--- config.mk ---
export PLATFORM = sky130hd
export DESIGN_NAME = spectrum_magnitude_engine
export DESIGN_NICKNAME = d
export VERILOG_FILES = /design/src/rtl/spectrum_magnitude_engine.sv
export SDC_FILE = /design/constraint.sdc
export NUM_CORES = 2
export LEC_CHECK = 0
export ABC_AREA = 1
export BUFFER_PORTS_ARGS = -buffer_cell sky130_fd_sc_hd__buf_2
export CORE_UTILIZATION = 50
export DETAILED_ROUTE_END_ITERATION = 10
export PLACE_DENSITY_LB_ADDON = 0.25
export SLEW_MARGIN = 5
export SYNTH_ARGS = -nofsm -noshare
export SYNTH_HDL_FRONTEND = slang
export SYNTH_SLANG_ARGS = --single-unit
--- constraint.sdc ---
create_clock -name clk -period 32.7 [get_ports clk]
set_clock_uncertainty 0.2 [all_clocks]
set_input_delay 1.635 -clock clk [delete_from_list [all_inputs] [get_ports clk]]
set_output_delay 1.635 -clock clk [all_outputs]
set_load 0.02 [all_outputs]
--- src/rtl/spectrum_magnitude_engine.sv ---
// spectrum_magnitude_engine: complex FFT beats -> tagged magnitude (4-stage, backpressured) with per-channel frame peak report; ports clk/rst, in_* beat stream + in_ready, mode, out_* result stream + out_ready, peak_* report, frame_err
module spectrum_magnitude_engine #(
  parameter int DATA_W = 16,
  parameter int FFT_LEN_LOG2 = 13,
  parameter int NUM_CH = 2,
  localparam int CH_W = NUM_CH > 1 ? $clog2(NUM_CH) : 1
) (
  input  logic                    clk,
  input  logic                    rst,
  input  logic [2*DATA_W-1:0]     in_data,
  input  logic [CH_W-1:0]         in_ch,
  input  logic                    in_valid,
  input  logic                    in_last,
  output logic                    in_ready,
  input  logic [1:0]              mode,
  output logic [DATA_W-1:0]       out_mag,
  output logic [FFT_LEN_LOG2-1:0] out_bin,
  output logic [CH_W-1:0]         out_ch,
  output logic                    out_valid,
  input  logic                    out_ready,
  output logic [DATA_W-1:0]       peak_mag,
  output logic [FFT_LEN_LOG2-1:0] peak_bin,
  output logic [CH_W-1:0]         peak_ch,
  output logic                    peak_valid,
  output logic                    frame_err
);
  localparam int NS = 2**CH_W;
  localparam logic [2*DATA_W:0] SQ_MAX = {2'b00, {(2*DATA_W-1){1'b1}}};
  typedef struct packed {
    logic                    v;
    logic [CH_W-1:0]         ch;
    logic [FFT_LEN_LOG2-1:0] bin;
    logic [1:0]              md;
    logic                    cls;
    logic                    err;
  } tag_t;
  tag_t t0, t1, t2, t3;
  logic [FFT_LEN_LOG2-1:0] bin_cnt [NS];
  logic [1:0]              md_lat [NS];
  logic [DATA_W-1:0]       pk_mag [NS];
  logic [FFT_LEN_LOG2-1:0] pk_bin [NS];
  logic [2*DATA_W-1:0] r0;
  logic [DATA_W-1:0] s1_re, s1_im, s2_mx, s2_mn, s3_mx, s3_term;
  logic [2*DATA_W:0] s3_sq;
  logic [CH_W-1:0] rep_ch;
  logic rep_pend, en, acc, ch_ok, last_bin, upd, load;
  logic [FFT_LEN_LOG2-1:0] cur;
  logic [1:0] m_eff, md_new;
  logic [DATA_W-1:0] a_re, a_im, term, mag;
  logic [DATA_W+1:0] t38;
  logic [2*DATA_W-1:0] p_mx, p_mn;
  assign en = !out_valid || out_ready;
  assign in_ready = en;
  always_comb begin
    acc = in_valid && en;
    ch_ok = int'(in_ch) < NUM_CH;
    cur = bin_cnt[in_ch];
    last_bin = &cur;
    m_eff = mode == 2'd3 ? 2'd0 : mode;
    md_new = cur == '0 ? m_eff : md_lat[in_ch];
    a_re = r0[DATA_W-1] ? ~r0[DATA_W-1:0] + 1'b1 : r0[DATA_W-1:0];
    a_im = r0[2*DATA_W-1] ? ~r0[2*DATA_W-1:DATA_W] + 1'b1 : r0[2*DATA_W-1:DATA_W];
    t38 = {2'b00, s2_mn} + {1'b0, s2_mn, 1'b0};
    term = t2.md == 2'd1 ? DATA_W'(t38 >> 3) : s2_mn >> 1;
    p_mx = {{DATA_W{1'b0}}, s2_mx} * {{DATA_W{1'b0}}, s2_mx};
    p_mn = {{DATA_W{1'b0}}, s2_mn} * {{DATA_W{1'b0}}, s2_mn};
    mag = t3.md == 2'd2 ? (s3_sq > SQ_MAX ? '1 : DATA_W'(s3_sq >> (DATA_W-1))) : s3_mx + s3_term;
    upd = t3.bin == '0 || mag > pk_mag[t3.ch];
    load = en && t3.v;
  end
  always_ff @(posedge clk or posedge rst) begin
    if (rst) begin
      t0 <= '0;
      t1 <= '0;
      t2 <= '0;
      t3 <= '0;
      r0 <= '0;
      s1_re <= '0;
      s1_im <= '0;
      s2_mx <= '0;
      s2_mn <= '0;
      s3_mx <= '0;
      s3_term <= '0;
      s3_sq <= '0;
      out_mag <= '0;
      out_bin <= '0;
      out_ch <= '0;
      out_valid <= 1'b0;
      peak_mag <= '0;
      peak_bin <= '0;
      peak_ch <= '0;
      peak_valid <= 1'b0;
      frame_err <= 1'b0;
      rep_pend <= 1'b0;
      rep_ch <= '0;
      for (int i = 0; i < NS; i++) begin
        bin_cnt[i] <= '0;
        md_lat[i] <= '0;
        pk_mag[i] <= '0;
        pk_bin[i] <= '0;
      end
    end else begin
      if (acc && ch_ok) begin
        bin_cnt[in_ch] <= last_bin || in_last ? '0 : cur + 1'b1;
        md_lat[in_ch] <= md_new;
      end
      if (en) begin
        t0 <= '{v: acc && ch_ok, ch: in_ch, bin: cur, md: md_new, cls: last_bin || in_last, err: in_last && !last_bin};
        r0 <= in_data;
        t1 <= t0;
        s1_re <= a_re;
        s1_im <= a_im;
        t2 <= t1;
        s2_mx <= s1_re >= s1_im ? s1_re : s1_im;
        s2_mn <= s1_re >= s1_im ? s1_im : s1_re;
        t3 <= t2;
        s3_mx <= s2_mx;
        s3_term <= term;
        s3_sq <= {1'b0, p_mx} + {1'b0, p_mn};
        out_valid <= t3.v;
      end
      if (load) begin
        out_mag <= mag;
        out_bin <= t3.bin;
        out_ch <= t3.ch;
        pk_mag[t3.ch] <= upd ? mag : pk_mag[t3.ch];
        pk_bin[t3.ch] <= upd ? t3.bin : pk_bin[t3.ch];
      end
      frame_err <= load && t3.err;
      rep_pend <= load && t3.cls;
      rep_ch <= t3.ch;
      peak_valid <= rep_pend;
      if (rep_pend) begin
        peak_mag <= pk_mag[rep_ch];
        peak_bin <= pk_bin[rep_ch];
        peak_ch <= rep_ch;
      end
    end
  end
endmodule

==> flow_results.org <==
** Die
- Die X :: 265 um
- Row count :: 95
- Number of primary I/O pins :: 104
- In this run the vertical extent of the chip is 265 um.
- Initial core utilization :: 0.509
- Die area :: 70100 um2
- Area of the core :: 67800 um2

** Clock tree
- Clk Latency, worst-skew pair :: 0.59 ns
- After clock tree synthesis, the flow added hold-fix buffers numbering 0.
- The tree is rooted in a sky130_fd_sc_hd__clkbuf_16.
- TritonCTS created 41 clock buffers.
- Once the clock tree was built, the resizer swapped 0 gates to a different size.
- The clock passes through at most 3 buffers.
- Clock-pin slew was measured on the worst setup and hold paths at 0.07 ns.
- Sink Count :: 374
- TritonCTS built the clock tree.
- In this run the post-CTS setup repair buffer count came out at 0.
- Maximum level of the CTS H-tree :: 2

** Synth
- Sequential fraction of the synthesis area :: 0.271
- Dividing the synthesized area by the synthesized cell count gives 7.95 um2.
- Post-Synthesis Cell Area :: 34500 um2
- Combinational family with the most area after synthesis :: adder cells
- Xor/xnor cell area share of the yosys netlist :: 0.00914
- Simple logic cell fraction of the synthesized area :: 0.196
- Synth warnings :: 0
- Proportion of synthesized area in mux cells :: 0.000979
- Post-synthesis adder-cell area fraction :: 0.321
- When the netlist entered floorplanning its net count stood at 5031.
- Mapped Cells :: 4337
- The number of different library cells used by synthesis comes to 52.
- Seq cells post-synth :: 374
- Share of the synthesized area in compound gates (AO/OA/AOI/OAI) :: 0.0807

** Detailed routing
- In this run the remaining antenna-violating nets after routing total 0.
- Via total after detailed routing :: 26871
- Dividing the detail-routed wire length by the instance count gives 16.3 um.
- Wirelength, routed :: 85400 um
- Dividing the detail-routed via count by the number of cells gives 5.13.
- After the first detailed-routing iteration, the DRC count stood at 1892.
- The first detailed-routing pass took 5 iterations.
- Final routed DRC violation total :: 0

** GRT
- Vias in the first global route :: 26598
- Met1 Resource Use GR :: 0.361
- Overall fraction of global-route tracks in use :: 0.254
- The first global-routing pass estimated 141000 um of wire.
- Met2 track demand over resource :: 0.410
- Met3 capacity usage during global routing :: 0.0304
- Number of antenna violations at the first check in global routing :: 0
- Entering global routing, the biggest net connects 203 pins.
- Top Usage Layer GRT :: met2
- After global routing the overflow that remains totals 0.

** Timing
- Total negative slack for setup checks :: 0 ns
- Remaining max-slew budget at the tightest pin :: 0.223
- Setup repair after global routing left no endpoint under its margin.
- Fmax :: 0.135 GHz
- Share of the cycle needed by the critical path after routing :: 0.227
- The max-slew violation total from the final report is 0.
- Final setup violating endpoints :: 0
- For the pin with the worst max-slew slack, the measured transition is 1.16 ns.
- The clock period could shrink to 7.42 ns.
- Final Hold Vio Count :: 0

** Run
- Across the run, the number of max-cap violations was 0.

** Setup path
- STA puts the critical path data arrival time at 7.68 ns.
- Startpoint types :: flop
- Startpoint-to-endpoint class of the critical path :: flop to flop
- Endpoint kind of the worst setup timing path :: flop
- In this run the worst path has a maximum fanout of 18.
- For the worst setup path, the data required time is 32.97 ns.
- The worst register-to-register path has a depth of 23.

** Worst hold path
- Hold path cells :: 2
- Classification of the worst-slack hold path :: flop to flop

** Layout
- The final layout contains 5032 nets.
- Share of layout cells above drive strength 1 :: 0.0597
- Count of antenna diodes in the layout :: 0
- From synthesis to final layout, the design area changed by 7.54%.

** Status
- The flow ran to the end, and the final reports show no timing, DRC or antenna violations.

** Place
- At the end of routability-driven placement, the weighted congestion stood at 0.940.
- Detailed placement finished with a half-perimeter wire length of 64800 um.
- Count of input and output buffers :: 103
## worst paths after layout
kind,start,slack [ns],end
max,s2_mx[5],25.28,s3_sq[27]
min,t1[0],0.27,t2[0]
max reg2reg,s2_mx[5],25.28,s3_sq[27]
min reg2reg,t1[0],0.27,t2[0]
max in group asynchronous,rst,29.27,s2_mx[4]
min in group asynchronous,rst,1.07,t3[18]
## per-layer routing
layer	vias to the layer above	wire, um
li1	13171	-
met1	12908	38700
met2	652	39900
met3	140	4280
met4	0	2570
met5	-	0
## cell usage in the layout (no fill, tap or decap), drive strengths merged
cell type  Yosys  routed
nor3b          1       1
xnor2          7       7
a31oi          7       7
a21boi         3       3
clkinvlp       0       2
ha           271     271
nand2       1174    1174
nor2         199     199
buf           30     135
o211ai        21      21
o21ai        340     340
bufinv         0       4
clkbuf       147      59
mux2           1       1
o21a          12      12
or2            9       9
o22ai          6       6
a21oi        104     104
nand3        215     215
nor4           5       5
nor3          19      19
and3           1       1
a21o           4       4
a211oi         1       1
clkinv         3       8
xor2          29      29
o21bai        16      16
dfrtp        374     374
and2           1       1
a31o           4       4
fa           383     383
nand3b         7       7
nand4         22      22
inv          920     924
mux2i          1       1
## critical path, stage by stage (launching register included)
cell and delay [ns]:
sky130_fd_sc_hd__dfrtp_1 1.00, sky130_fd_sc_hd__nand2_1 0.20, sky130_fd_sc_hd__inv_1 0.13, sky130_fd_sc_hd__fa_1 0.44, sky130_fd_sc_hd__fa_1 0.51, sky130_fd_sc_hd__inv_1 0.06
sky130_fd_sc_hd__fa_1 0.45, sky130_fd_sc_hd__fa_1 0.54, sky130_fd_sc_hd__inv_1 0.05, sky130_fd_sc_hd__fa_1 0.54, sky130_fd_sc_hd__fa_1 0.45, sky130_fd_sc_hd__fa_1 0.49
sky130_fd_sc_hd__inv_1 0.05, sky130_fd_sc_hd__fa_1 0.48, sky130_fd_sc_hd__inv_1 0.05, sky130_fd_sc_hd__ha_1 0.34, sky130_fd_sc_hd__a21oi_1 0.22, sky130_fd_sc_hd__a21boi_0 0.45
sky130_fd_sc_hd__o21ai_0 0.16, sky130_fd_sc_hd__nand2_1 0.08, sky130_fd_sc_hd__nand3_1 0.08, sky130_fd_sc_hd__nand2_1 0.07, sky130_fd_sc_hd__nand2_1 0.05, sky130_fd_sc_hd__o21ai_0 0.19
## stage by stage
step | hold WS [ns] | area, um2 | setup slack (ns) | utilization | cells
3_5_place_dp | 0.256 | 35700 | 25.34 | 0.527 | 5168
3_3_place_gp | 0.250 | 35700 | 25.42 | 0.527 | 5168
5_1_grt | 0.290 | 37100 | 24.87 | 0.548 | 5242
2_1_floorplan | 0.152 | 34500 | 20.48 | - | 4337
4_1_cts | 0.271 | 37100 | 25.28 | 0.548 | 5242
6_report | 0.267 | 37100 | 25.28 | 0.548 | 5242
## Yosys cell counts (all sizes together)
cell	number	area [um2]
xor2	29	254
mux2i	1	22.5
inv	920	3460
and2	1	6.26
o21bai	16	120
a21oi	104	521
and3	1	6.26
or2	9	56.3
clkinv	3	11.3
mux2	1	11.3
nand3b	7	65.1
a21o	4	30.0
a31oi	7	43.8
ha	271	3390
nand4	22	138
dfrtp	374	9360
nand3	215	1100
a211oi	1	7.51
nor4	5	46.3
o211ai	21	158
nor3b	1	7.51
a21boi	3	22.5
a31o	4	35.0
nand2	1174	4450
o21a	12	91.3
xnor2	7	61.3
o22ai	6	37.5
nor3	19	111
clkbuf	147	552
nor2	199	777
buf	30	161
o21ai	340	1720
fa	383	7670
## state kept, by name, indices dropped and copies added (netlist names), 18 cells and up
name     cells
pk_mag      32
r0          32
s3_sq       18
t0          19
t1          19
t2          19
pk_bin      26
bin_cnt     26
t3          19
## layout make-up
| class | count | area [um2] |
|---|---|---|
| fillers | 6367 | 30700 |
| clock buffers | 59 | 1200 |
| clock inverters | 15 | 220 |
| flip-flops and latches | 374 | 9360 |
| inverters | 923 | 3480 |
| repair buffers | 135 | 768 |
| multi-input cells | 2863 | 21000 |
| well taps | 873 | 1090 |
## cell families (layout without fill, tap and decap cells)
kind of cell,count (synthesis),after routing
AND/OR/NAND/NOR,1653,1653
buffers and inverters,1100,1132
adder cells (fa/ha/maj),654,654
AO/OA/AOI/OAI,518,518
flip-flops,374,374
XOR/XNOR,36,36
multiplexers,2,2
Power is not shown: default switching activity piles up to over one toggle a cycle in this logic, so the estimate is an artifact.
